**src/rtl/piso_frame_tx.sv**
```systemverilog
// rtl/piso_frame_tx.sv - parallel-in serial-out frame transmitter
// Frame: start(0), WIDTH payload bits LSB first, optional even parity, stop(1).
module piso_frame_tx #(
  parameter int WIDTH     = 8,
  parameter int PARITY_EN = 1
) (
  input  logic             clk,
  input  logic             rst,
  input  logic [WIDTH-1:0] data_in,
  input  logic             load,
  output logic             ready,
  output logic             data_out,
  output logic             busy,
  output logic             frame_done
);

  localparam int CW = (WIDTH > 1) ? $clog2(WIDTH) : 1;

  typedef enum logic [2:0] {IDLE, START, DATA, PARITY, STOP} state_t;

  state_t           state_q, state_d;
  logic [WIDTH-1:0] shift_q, shift_d;
  logic [CW-1:0]    cnt_q, cnt_d;
  logic             parity_q, parity_d;
  logic             data_out_q, data_out_d;
  logic             busy_q, busy_d;
  logic             done_q, done_d;
  logic             accept;

  // ready comes from the state register alone so load never feeds back into it
  assign ready      = (state_q == IDLE) || (state_q == STOP);
  assign accept     = load && ready;
  assign data_out   = data_out_q;
  assign busy       = busy_q;
  assign frame_done = done_q;

  always_ff @(posedge clk) begin
    if (rst) begin
      state_q    <= IDLE;
      shift_q    <= '0;
      cnt_q      <= '0;
      parity_q   <= 1'b0;
      data_out_q <= 1'b1;
      busy_q     <= 1'b0;
      done_q     <= 1'b0;
    end else begin
      state_q    <= state_d;
      shift_q    <= shift_d;
      cnt_q      <= cnt_d;
      parity_q   <= parity_d;
      data_out_q <= data_out_d;
      busy_q     <= busy_d;
      done_q     <= done_d;
    end
  end

  // Outputs are registered, so each branch sets the line level of the state being entered.
  always_comb begin
    state_d    = state_q;
    shift_d    = shift_q;
    cnt_d      = cnt_q;
    parity_d   = parity_q;
    data_out_d = data_out_q;
    busy_d     = busy_q;
    done_d     = 1'b0;
    case (state_q)
      IDLE, STOP: begin
        if (accept) begin
          state_d    = START;
          shift_d    = data_in;
          parity_d   = ^data_in;
          cnt_d      = '0;
          data_out_d = 1'b0;
          busy_d     = 1'b1;
        end else begin
          state_d    = IDLE;
          data_out_d = 1'b1;
          busy_d     = 1'b0;
        end
      end
      START: begin
        state_d    = DATA;
        data_out_d = shift_q[0];
        shift_d    = shift_q >> 1;
        cnt_d      = '0;
      end
      DATA: begin
        if (cnt_q == CW'(WIDTH - 1)) begin
          if (PARITY_EN != 0) begin
            state_d    = PARITY;
            data_out_d = parity_q;
          end else begin
            state_d    = STOP;
            data_out_d = 1'b1;
            done_d     = 1'b1;
          end
        end else begin
          data_out_d = shift_q[0];
          shift_d    = shift_q >> 1;
          cnt_d      = cnt_q + CW'(1);
        end
      end
      PARITY: begin
        state_d    = STOP;
        data_out_d = 1'b1;
        done_d     = 1'b1;
      end
      default: begin
        state_d    = IDLE;
        data_out_d = 1'b1;
        busy_d     = 1'b0;
      end
    endcase
  end

endmodule

```
**config.mk**
```make
export PLATFORM = sky130hd
export DESIGN_NAME = piso_frame_tx
export DESIGN_NICKNAME = d
export VERILOG_FILES = /design/src/rtl/piso_frame_tx.sv
export SDC_FILE = /design/constraint.sdc
export NUM_CORES = 1
export LEC_CHECK = 0
export BUFFER_PORTS_ARGS = -buffer_cell sky130_fd_sc_hd__buf_2
export CORE_UTILIZATION = 49
export CTS_CLUSTER_DIAMETER = 80
export DETAILED_ROUTE_END_ITERATION = 8
export GPL_ROUTABILITY_DRIVEN = 0
export HOLD_SLACK_MARGIN = 0.1
export PLACE_DENSITY_LB_ADDON = 0.15
export SYNTH_ARGS = -nofsm -noshare
export SYNTH_HDL_FRONTEND = slang
export SYNTH_SLANG_ARGS = --single-unit
```
**constraint.sdc**
```tcl
create_clock -name clk -period 1.7 [get_ports clk]
set_input_delay 0.34 -clock clk [delete_from_list [all_inputs] [get_ports clk]]
set_output_delay 0.34 -clock clk [all_outputs]
set_load 0.01 [all_outputs]
```
# Word level (Yosys, flattened, before mapping)
# Cells that the tools add are included.
# W data, S select, Z words.
# classes
multipliers	0
n_bitwise	0
order_cmp	0
div	0
n_mux	15
addsub	1
n_shift	0
n_eq_ne	8
n_reduce_logical	9
# ops
op	count
$pmux W8 S3	1
$mux W8	2
$pmux W3 S4	1
$mux W3	3
$pmux W3 S3	1
$reduce_xor A8 Y1	1
$eq A3 B2 Y1 const B	2
$eq A3 B3 Y1 const B	2
$ne A2 B2 Y1 const B	3
$mux W1	5
$add A3 B1 Y3 const B	1
$eq A3 B1 Y1 const B	1
$logic_not A3 Y1	1
$pmux W1 S3	1
$reduce_and A3 Y1	1
$reduce_bool A3 Y1	1
$reduce_or A3 Y1	1
$pmux W1 S2	1
$reduce_and A2 Y1	1
$reduce_or A2 Y1	1
$logic_and A1 B1 Y1	1
$logic_or A1 B1 Y1	1
# word_totals
n_memories	0
ramBits	0
inputBits	11
latchBits	0
wordCells	40
register_bits	18
romBits	0

# Longest topological paths before layout
# depth
depth_word	5
depth_mapped	8
ltp_nobuf	6

# Worst setup path after synthesis
# OpenSTA, ideal clock, no wires.
# synth_timing
path_type	reg2reg
start	register cnt_q[0]
end	register shift_q[7]
path_stages_with_launch	9
arrival_time_ns	1.557
path_slack_ns	0.077
period_less_slack_ns	1.623
required_ns	1.634
cell_sequence	dfxtp_1 > ha_1 > ha_1 > nor4b_4 > a211o_1 > buf_6 > buf_12 > nand3b_1 > a21oi_2
# synth_via
elab_chain_cells	3
# synth_rtl
element	line_no	rtl
start, declared	23	logic [CW-1:0] cnt_q, cnt_d;
start signal, assigned	49	cnt_q <= cnt_d;
$eq A3 B3 Y1	88	if (cnt_q == CW'(WIDTH - 1)) begin
$ne A2 B2 Y1 (no source line)	n/a	
$reduce_and A3 Y1 (no source line)	n/a	
end signal, assigned	48	shift_q <= shift_d;
end, declared	22	logic [WIDTH-1:0] shift_q, shift_d;
# Every way passes these cells.
# A chain may end at the register's enable or synchronous reset.

# Final worst setup path
# layout_timing
start	register cnt_q[1]
end	register shift_q[2]
# The elaborated chain is that of the path after synthesis.

==> summary.md <==
| Metric | Value |
|---|---|
| Buf/Inv on CP | 1 |
| Setup CP Type | flop to flop |
| Max Freq | ~620 MHz |
| Post-synth cell types | 28 |
| WP data required | 1.91 ns |
| DR vias/cell | between 5 and 6 |
| Post-synth ARST share | 0% |
| Area leader, netlist | dfxtp_1 |
| Worst rel slew slack | 68.9% |
| Status | finished, final reports clean |
| Root Buffer | clkbuf_4 |
| Worst-Margin Slew | 0.466 ns |
| Yosys warns | 0 |
| Post-Syn Nets | 111 |
| Hold buffer count at cts | 0 |
| Clk slew on worst S/H paths | 0.10 ns |
| Most used DFF post-synth | dfxtp_1 |
| Utilization after layout | approximately 64% |
| Max IR drop VDD | 0.000621 V |
| Core Rows | 15 |
| RSZ-0062 raised after global routing | false |
| Final TNS setup | 0 ns |
| WL final | 1800 um |
| Core area | 0.00178 mm^2 |
| TritonCTS sink count | 18 |
| Tot Pwr | 1070 uW |
| DIE HEIGHT | 46.3 um |
| Initial core utilization | 54.0% |
| Vias in the first global route | around 690 |
| Dpl hpwl | 1280 um |
| Pre-antenna DRT Iters | 4 |
| Max clock buf depth | 2 |
| Delay-heaviest family, CP | compound AO/OA/AOI/OAI gates |
| CP peak stage delay | ~0.35 ns |
| Area grow syn2layout | 19.2% |
| Chip Width | roughly 46 um |
| Fillcell total | 170 |
| Worst path cell trace | ha_4 > ha_4 > nor4b_4 > a211o_1 > buf_12 > nor2_1 > a311oi_2 |
| MaxCap Viol Count | 0 |
| Avg Inst Size Synth | around 9.8 um^2 |
| Critical path's slowest cell | dfxtp_1 |
| Aggregate global routing overflow | 0 |
| Worst endpoint data arrival time | 1.82 ns |
| Final Critical Period | 1.61 ns |
| Worst Hold Class | input port to flop |
| Layout cells sized above 1 | a little under two fifths |
| Tcrit/Tclk final | 94.5% |
| Met2 Use GR | between 30% and 40% |
| Crit-path max FO | 17 |
| Pwr/cell area | 935 mW/mm^2 |
| Vias | 770 |
| Total Routing Usage GR | 18.7% |
| CP startpoint kind | flop |
| Pleak | ~0.00042 uW |
| Initial DRC Count | 11 |
| Port bufs | 14 |
| Met1 global-route usage | 24.3% |
| Remaining routing DRC violations | 0 |
| Top post-synthesis cells by area | dfxtp_1 37%, a311oi_2 11%, xnor2_1 7.3% |
| Final Hold Viols | 0 |
| Count leader, synth | dfxtp_1 |
| Fin Clk Skew | 0.00366 ns |
| FF+latch count, synth | 18 |
| WL/cell | 12.5 um |
| Gate Count Post-Synth | a little under 100 |
| Final setup viols | 0 |
| Synth Cell Area | 962 um^2 |
| Most used routing layer | met2 |
| Initial antenna violation count | 0 |
| Synth cell count leaders | 18 x dfxtp_1, 13 x nor2_1, 10 x nand2_1, 8 x xnor2_1 |
| Fin. max-slew vios | 0 |
| Routed Antenna Nets | 0 |
| H-tree levels | 1 |
| Placed Instances | 138 |
| Post-synth EDFFs | 0 |
| Non-filler cells, final | 144 |
| GR Layer Usage met3 | 5.10% |
| First-pass GRT wire length | ~2900 um |
| Die ar. | about 0.0021 mm^2 |
| IO Count | 15 |
| Antenna cells | 0 |
| Clock Latency Late Sink | 0.30 ns |
| Critical path endpoint category | flop |
| TritonCTS clock tree | done |
| Largest net degree at the start of global routing | 19 |
| Reg2reg setup slack | 0.09 ns |
| Number of CTS-inserted buffers | 3 |
| Crit path top cell by count | ha_4 |
| Sequential-to-total area share from yosys stat | 37.5% |
| Yosys top cell area share | 37.5% |
| Post-layout net count | 133 |
==> cell families after synthesis <==
| family | synth area share, % |
|---|---|
| fa+ha+maj | 2.60 |
| compound gates | 20.8 |
| xor+xnor | 7.28 |
| mux | 2.08 |
| simple gates | 22.9 |
| flops | 37.5 |
| buf+inv | 6.89 |
==> per-stage QoR <==
step	instance area [um^2]	hold slack, ns	worst slack [ns]
4_1_cts	1110	0.345	0.0368
2_1_floorplan	962	0.436	0.0774
6_report	1150	0.354	0.0929
5_1_grt	1150	0.352	0.0182
3_5_place_dp	1070	0.456	0.0224
3_3_place_gp	1070	0.450	0.0875
==> worst paths after layout <==
path,from,to,depth (start not counted)
setup reg to reg,cnt_q[1],shift_q[2],7
hold / removal,data_in[7],shift_q[7],3
setup / recovery,cnt_q[1],shift_q[2],7
hold reg to reg,shift_q[7],shift_q[7],2
==> layout by cell type (no fill, tap or decap), types with 3 or more instances in the layout <==
master / count
a21oi_1: 4
clkbuf_4: 3
xnor2_1: 8
o21ai_0: 7
a311oi_2: 7
buf_2: 14
nand2_1: 10
nor2_1: 13
dfxtp_1: 17
buf_4: 9
==> layout make-up <==
cell class	count	area, um^2	share of cell area (%)
clock buffers	4	36.3	3.16
flip-flops and latches	18	362	31.5
well taps	25	31.3	2.73
multi-input cells	73	561	48.9
repair buffers	24	158	13.7
==> metal layers <==
layer | vias to the layer above | share of wire (%)
met5 | - | 0
met4 | 0 | 1.1
met3 | 3 | 2.9
met2 | 15 | 47
met1 | 360 | 49
li1 | 392 | -
==> state kept, by name, summed over array words and instances (netlist names) <==
signal      count
data_out        1
busy            1
state_q         3
shift_q         8
frame_done      1
cnt_q           3
parity_q        1
==> worst reg2reg max path: stages, from the launching register on <==
cell,delay (ns)
dfxtp_1,0.35
ha_4,0.17
ha_4,0.16
nor4b_4,0.23
a211o_1,0.18
buf_12,0.15
nor2_1,0.06
a311oi_2,0.23
==> report_power, final <==
group	internal, uW	switching (uW)	total (uW)
sequential	467	31.7	498
combinational	155	155	310
clock	131	134	265
==> what timing repair did <==
action / in CTS / in global routing
setup buffers: 0 / 2
endpoints found under the hold margin: 0 / 0
pin swaps: 0 / 1
resized for setup: 1 / 4
setup endpoints to repair: 1 / 7
Note: power is estimated with default switching activity, not from simulation.
